[src/rtl/spi_reg_peripheral_if.sv]
// spi_reg_peripheral_if: SPI pin bundle between an external controller and the register target
interface spi_reg_peripheral_if;
  logic sclk;
  logic copi;
  logic ncs;
  logic cipo;
  modport master(output sclk, copi, ncs, input cipo);
  modport slave(input sclk, copi, ncs, output cipo);
endinterface

[src/rtl/spi_reg_peripheral.sv]
// spi_reg_peripheral: mode-0 SPI write target for five PWM control registers; SPI_READBACK_EN adds register reads on cipo
module spi_reg_peripheral #(
  parameter int SYNC_STAGES = 2,
  parameter int MAX_ADDR = 4
) (
  input  logic                 clk,
  input  logic                 rst_n,
  spi_reg_peripheral_if.slave  spi,
  output logic [7:0]           en_reg_out_7_0,
  output logic [7:0]           en_reg_out_15_8,
  output logic [7:0]           en_reg_pwm_7_0,
  output logic [7:0]           en_reg_pwm_15_8,
  output logic [7:0]           pwm_duty_cycle
);
  localparam logic [1:0] IDLE = 2'd0;
  localparam logic [1:0] SHIFT = 2'd1;
  localparam logic [1:0] COMMIT = 2'd2;
  logic [SYNC_STAGES:0] sclk_q;
  logic [SYNC_STAGES:0] ncs_q;
  logic [SYNC_STAGES-1:0] copi_q;
  logic [1:0] state;
  logic [4:0] cnt;
  logic [15:0] sr;
  logic [7:0] regs [5];
  logic sclk_rise;
  logic ncs_rise;
  logic ncs_s;
  logic copi_s;
  logic commit_ok;
  assign sclk_rise = sclk_q[SYNC_STAGES-1] & ~sclk_q[SYNC_STAGES];
  assign ncs_rise = ncs_q[SYNC_STAGES-1] & ~ncs_q[SYNC_STAGES];
  assign ncs_s = ncs_q[SYNC_STAGES-1];
  assign copi_s = copi_q[SYNC_STAGES-1];
  assign commit_ok = state == COMMIT && cnt == 5'd16 && sr[15] && int'(sr[14:8]) <= MAX_ADDR;
  always_ff @(posedge clk) begin
    if (!rst_n) begin
      sclk_q <= '0;
      ncs_q <= '1;
      copi_q <= '0;
      state <= IDLE;
      cnt <= '0;
      sr <= '0;
    end else begin
      sclk_q <= {sclk_q[SYNC_STAGES-1:0], spi.sclk};
      ncs_q <= {ncs_q[SYNC_STAGES-1:0], spi.ncs};
      copi_q <= {copi_q[SYNC_STAGES-2:0], spi.copi};
      if (state == IDLE && !ncs_s) begin
        state <= SHIFT;
        cnt <= '0;
        sr <= '0;
      end else if (state == SHIFT && ncs_rise) begin
        state <= COMMIT;
      end else if (state == SHIFT && sclk_rise) begin
        sr <= {sr[14:0], copi_s};
        cnt <= cnt == 5'd17 ? cnt : cnt + 5'd1;
      end else if (state == COMMIT) begin
        state <= IDLE;
      end
    end
  end
  always_ff @(posedge clk) begin
    if (!rst_n) begin
      for (int i = 0; i < 5; i++) regs[i] <= '0;
    end else begin
      for (int i = 0; i < 5; i++) if (commit_ok && sr[14:8] == 7'(i)) regs[i] <= sr[7:0];
    end
  end
  assign en_reg_out_7_0 = regs[0];
  assign en_reg_out_15_8 = regs[1];
  assign en_reg_pwm_7_0 = regs[2];
  assign en_reg_pwm_15_8 = regs[3];
  assign pwm_duty_cycle = regs[4];
`ifdef SPI_READBACK_EN
  logic sclk_fall;
  logic [6:0] rd_addr;
  logic [7:0] rd_data;
  logic [7:0] tx;
  logic rd;
  assign sclk_fall = ~sclk_q[SYNC_STAGES-1] & sclk_q[SYNC_STAGES];
  assign rd_addr = {sr[5:0], copi_s};
  always_comb begin
    rd_data = '0;
    for (int i = 0; i < 5; i++) if (i <= MAX_ADDR && rd_addr == 7'(i)) rd_data = regs[i];
  end
  // first data bit is already on cipo before the 9th rise, so shifting starts at the 9th fall
  always_ff @(posedge clk) begin
    if (!rst_n || state != SHIFT || ncs_rise) begin
      rd <= 1'b0;
      tx <= '0;
    end else if (sclk_rise && cnt == 5'd7 && !sr[6]) begin
      rd <= 1'b1;
      tx <= rd_data;
    end else if (sclk_fall && rd && cnt >= 5'd9) begin
      tx <= {tx[6:0], 1'b0};
    end
  end
  assign spi.cipo = rd & tx[7];
`else
  assign spi.cipo = 1'b0;
`endif
endmodule

[src/flat_wrapper.sv]
// flat-port wrapper written by rule: the top's interface ports become plain ports
module spi_reg_peripheral_flat 
#(
  parameter int SYNC_STAGES = 2,
  parameter int MAX_ADDR = 4
)
  (clk, rst_n, en_reg_out_7_0, en_reg_out_15_8, en_reg_pwm_7_0, en_reg_pwm_15_8, pwm_duty_cycle, spi_sclk, spi_copi, spi_ncs, spi_cipo);
  spi_reg_peripheral_if spi_i ();
  input  logic clk;
  input  logic rst_n;
  output logic [7:0] en_reg_out_7_0;
  output logic [7:0] en_reg_out_15_8;
  output logic [7:0] en_reg_pwm_7_0;
  output logic [7:0] en_reg_pwm_15_8;
  output logic [7:0] pwm_duty_cycle;
  input wire logic [$bits(spi_i.sclk)-1:0] spi_sclk;
  input wire logic [$bits(spi_i.copi)-1:0] spi_copi;
  input wire logic [$bits(spi_i.ncs)-1:0] spi_ncs;
  output wire logic [$bits(spi_i.cipo)-1:0] spi_cipo;
  assign spi_i.sclk = spi_sclk;
  assign spi_i.copi = spi_copi;
  assign spi_i.ncs = spi_ncs;
  assign spi_cipo = spi_i.cipo;
  spi_reg_peripheral #(.SYNC_STAGES(SYNC_STAGES), .MAX_ADDR(MAX_ADDR)) u_core (.clk(clk), .rst_n(rst_n), .spi(spi_i), .en_reg_out_7_0(en_reg_out_7_0), .en_reg_out_15_8(en_reg_out_15_8), .en_reg_pwm_7_0(en_reg_pwm_7_0), .en_reg_pwm_15_8(en_reg_pwm_15_8), .pwm_duty_cycle(pwm_duty_cycle));
endmodule
[config.mk]
export PLATFORM = sky130hd
export DESIGN_NAME = spi_reg_peripheral_flat
export DESIGN_NICKNAME = d
export VERILOG_FILES = /design/src/rtl/spi_reg_peripheral_if.sv /design/src/rtl/spi_reg_peripheral.sv /design/src/flat_wrapper.sv
export SDC_FILE = /design/constraint.sdc
export NUM_CORES = 1
export LEC_CHECK = 0
export CAP_MARGIN = 20
export CORE_MARGIN = 10
export CORE_UTILIZATION = 25
export CTS_BUF_LIST = sky130_fd_sc_hd__clkbuf_8 sky130_fd_sc_hd__clkbuf_16
export DETAILED_ROUTE_END_ITERATION = 16
export DONT_BUFFER_PORTS = 1
export PLACE_DENSITY = 0.35
export SLEW_MARGIN = 15
export SYNTH_ARGS = -nofsm -noshare
export SYNTH_HDL_FRONTEND = slang
export SYNTH_SLANG_ARGS = --single-unit
export TNS_END_PERCENT = 20
[constraint.sdc]
create_clock -name clk -period 4.4 [get_ports clk]
set_input_delay 0.44 -clock clk [delete_from_list [all_inputs] [get_ports clk]]
set_output_delay 0.44 -clock clk [all_outputs]
set_load 0.05 [all_outputs]
==> results by group <==
Placed design
  • Placer congestion estimate: approximately 0.70
  • Port Buffers: 0
  • Worst-case setup slack after placement: between 1500 and 2000 ps
  • Half-perimeter wire length of the detailed placement result: between 3 and 4 mm
  • Placed Cells incl. Taps: approximately 310

Floorplan
  • Die Y-Extent: roughly 120 um
  • Die area: roughly 15,000 um2
  • I/O pins: 46
  • Rows: 36
  • Width of the die: approximately 120 um
  • Area of the core region: approximately 9800 um2
  • Starting utilization of the core area: 25.8%

Route
  • Count of nets left with antenna violations after detail routing: 0
  • Post-DR vias/cell: 4.03
  • Overall routed net length: 5.18 mm
  • Drt wl/cell: ~16 um
  • Initial DRT Pass Iterations: 4
  • Remaining routing DRC violations: 0
  • DR iter-0 viols: 87
  • Total via count in the routed design: ~1.3k

Clock tree
  • Number of sinks handled by clock tree synthesis: 71
  • Clock latency of the later-clocked register in the worst-skew pair: around 340 ps
  • Number of buffers added to fix hold violations after cts: 0
  • Number of gates given a new drive strength after cts: 0
  • Post-CTS Setup Repair Bufs: 0
  • Register clock-pin slew on the reported worst setup and hold paths: about 80 ps
  • CTS root buf: sky130_fd_sc_hd__clkbuf_8
  • CTS tree: built
  • Clk buf depth: 2
  • Number of buffers created by CTS: 9
  • H-tree depth reported by CTS: 3

Timing
  • Final count of pins violating max slew: 0
  • Final-layout worst hold slack: 172 ps
  • Final clock period utilization by the worst path: ~60%
  • Final period demand of the worst path: roughly 2600 ps
  • Number of hold-slack violations in the final timing report: 0
  • Post-Route Setup TNS: 0 ps
  • Clock tree skew after final layout: between 7 and 8 ps
  • Transition time at the pin with the least slew margin: 974 ps
  • Final setup violation count: 0
  • Max Clk Rate: between 0.3 and 0.4 GHz
  • RSZ-0062 raised after global routing: no
  • Max-Slew Margin vs Limit: between 30% and 40%
  • Setup WS post-layout: approximately 1800 ps

Setup path
  • Category of the worst setup path capture point: flop
  • Worst R2R Start: u_core.cnt[0]$_SDFFE_PP0P_
  • Biggest fanout along the worst timing path: 5
  • Highest cell delay on the worst timing path: 660 ps
  • Worst reg2reg setup slack: around 1800 ps
  • Critical path class: reg -> reg
  • R2R cell count: 7
  • Slowest CP cell: sky130_fd_sc_hd__o21ai_0
  • Kind of start point of the critical path: flop
  • Reg-to-Reg End: u_core.regs[0][28]$_DFFE_PP_
  • Data arrival time at the worst-slack endpoint: 2610 ps
  • Req. time, crit path: between 4000 and 5000 ps
  • Worst path cell trace: inv_1 > ha_1 > nor4b_1 > nand3_1 > or2_2 > o21ai_0 > buf_4

Hold path
  • Endpoint of the worst hold-timing path: u_core.ncs_q[0]$_SDFF_PN1_
  • Hold Crit Start: rst_n
  • Kind of path behind the tightest hold check: in -> reg
  • Cell count of the worst hold path: 1

Synthesis
  • Count of distinct cell types in the synthesized netlist: 28
  • Post-Synthesis Net Count: about 190
  • Yosys warning total: 0
  • Average footprint of a synthesized cell: approximately 14 um2
  • Post-synthesis sequential area ratio: between 70% and 80%
  • Cell area after technology mapping: 2530 um2
  • FFs w/ async S/R, synth: 0%
  • Gate count after technology mapping: 180
  • Post-synthesis register bit count: a little over 70
  • Most used flip-flop cell after synthesis: sky130_fd_sc_hd__edfxtp_1
  • Post-synth EDFFs: 40

Global routing
  • Initial antenna violation count: 0
  • Global-route wire length before repair: 7.94 mm
  • Total global-route track usage: just over 7%
  • Overflow left after global routing: 0
  • Vias in the first global route: approximately 1.3k
  • Maximum number of pins on one net before global-route repair: 25

Cells and area
  • Total number of nets in the final design: 198
  • Number of fillers in the final layout: 1,023
  • Fin cells: between 300 and 400
  • Core occupancy in the finished layout: 30.0%
  • Synthesis-to-layout area growth: 16.4%
  • Fraction of layout instances using a drive strength above 1: 13.3%
  • N_diodes: 0

Power and ir drop
  • Max rail drop VDD: 0.167 mV
  • Total leakage power: between 0.0009 and 0.001 uW
  • P per Cell Area: around 490 nW/um2

Flow run
  • Number of max-cap violations: 0

Status
  • Run status: completed
[synth_stat cells, drive strengths merged, types with 3 or more instances]
library cell	n	area share [%]
ha	3	1.5
and2	14	3.5
a21oi	3	0.59
nand2b	5	1.2
inv	6	0.89
nand3	3	0.59
buf	5	1.3
nor2	24	3.6
nand2	6	0.89
o21ai	7	1.4
dfxtp	31	25
mux2i	16	6.3
edfxtp	40	48
[cell usage in the layout, fill, tap and decap left out, drive strengths merged]
master / Yosys / layout
edfxtp: 40 / 40
dfxtp: 31 / 31
nor2: 24 / 24
mux2i: 16 / 16
and2: 14 / 14
clkbuf: 1 / 9
inv: 6 / 7
o21ai: 7 / 7
nand2: 6 / 6
nand2b: 5 / 5
buf: 5 / 5
nand3: 3 / 3
a21oi: 3 / 3
ha: 3 / 3
bufinv: 0 / 3
o31ai: 2 / 2
nand4: 2 / 2
mux2: 2 / 2
a21o: 2 / 2
clkinv: 0 / 2
nor3b: 1 / 1
nor4b: 1 / 1
and4bb: 1 / 1
or2: 1 / 1
a2111oi: 1 / 1
a211oi: 1 / 1
a41o: 1 / 1
conb: 1 / 1
clkinvlp: 0 / 1
[metal layers]
metal | global-route usage (%) | vias up | share of wire [%]
li1 | - | 653 | -
met3 | 3.35 | 8 | 5.6
met1 | 8.06 | 632 | 45
met5 | 0 | - | 0
met4 | 3.62 | 0 | 1.6
met2 | 11.5 | 30 | 48
[cells by family (layout without fill, tap and decap cells)]
logic type | after synthesis | in the layout | synth area share (%)
DFF | 71 | 71 | 72.0
and+or+nand+nor | 58 | 58 | 11.6
muxes | 18 | 18 | 7.22
AOI/OAI and AO/OA | 17 | 17 | 5.15
buffers and inverters | 12 | 27 | 2.33
adders and majority gates | 3 | 3 | 1.48
other | 1 | 1 | 0.148
[layout make-up]
| type | instances | area, um2 | share of cell area [%] |
|---|---|---|---|
| clock buffer | 9 | 124 | 4.21 |
| clock inverter | 7 | 120 | 4.08 |
| inverter | 6 | 22.5 | 0.765 |
| multi-input combinational | 97 | 653 | 22.2 |
| sequential | 71 | 1820 | 61.9 |
| tap | 133 | 166 | 5.65 |
| timing repair buffer | 5 | 35.0 | 1.19 |
[sequential cells by signal (all words and copies together) (netlist names)]
name,count
u_core.state,2
u_core.ncs_q,3
u_core.copi_q,2
u_core.regs,40
u_core.cnt,5
u_core.sr,16
u_core.sclk_q,3
[critical path: cells and delay by family (launching register included)]
| kind | cells | cell delay (ps) |
|---|---|---|
| flops | 1 | 340 |
| buf+inv | 2 | 390 |
| fa+ha+maj | 1 | 140 |
| compound gates | 1 | 660 |
| simple gates | 3 | 740 |
[power by group]
part / switching [uW] / leakage (uW) / internal [uW]
combinational: 18.6 / 0.000232 / 7.18
sequential: 81.2 / 0.000631 / 723
clock: 243 / 0.000120 / 378
total: 343 / 0.000983 / 1110
[worst max path at each step]
stage,startpoint,to,slack [ps],depth (start not counted)
3_5_place_dp,u_core.cnt[0]$_SDFFE_PP0P_,u_core.regs[0][18]$_DFFE_PP_,1680,6
6_report,u_core.cnt[0]$_SDFFE_PP0P_,u_core.regs[0][28]$_DFFE_PP_,1840,7
5_1_grt,u_core.cnt[0]$_SDFFE_PP0P_,u_core.regs[0][28]$_DFFE_PP_,1720,7
2_1_floorplan,u_core.cnt[0]$_SDFFE_PP0P_,u_core.regs[0][0]$_DFFE_PP_,2130,6
3_3_place_gp,u_core.cnt[0]$_SDFFE_PP0P_,u_core.regs[0][11]$_DFFE_PP_,1720,6
4_1_cts,u_core.cnt[0]$_SDFFE_PP0P_,u_core.regs[0][18]$_DFFE_PP_,1620,6
[per-stage QoR]
stage                     instance area (um2)  power (uW)
after floorplan                          2530         833
after global placement                   2690         846
after detailed placement                 2700         847
after CTS                                2940        1470
after global routing                     2940        1510
final                                    2940        1450
Power figures use the tool's default switching activity.
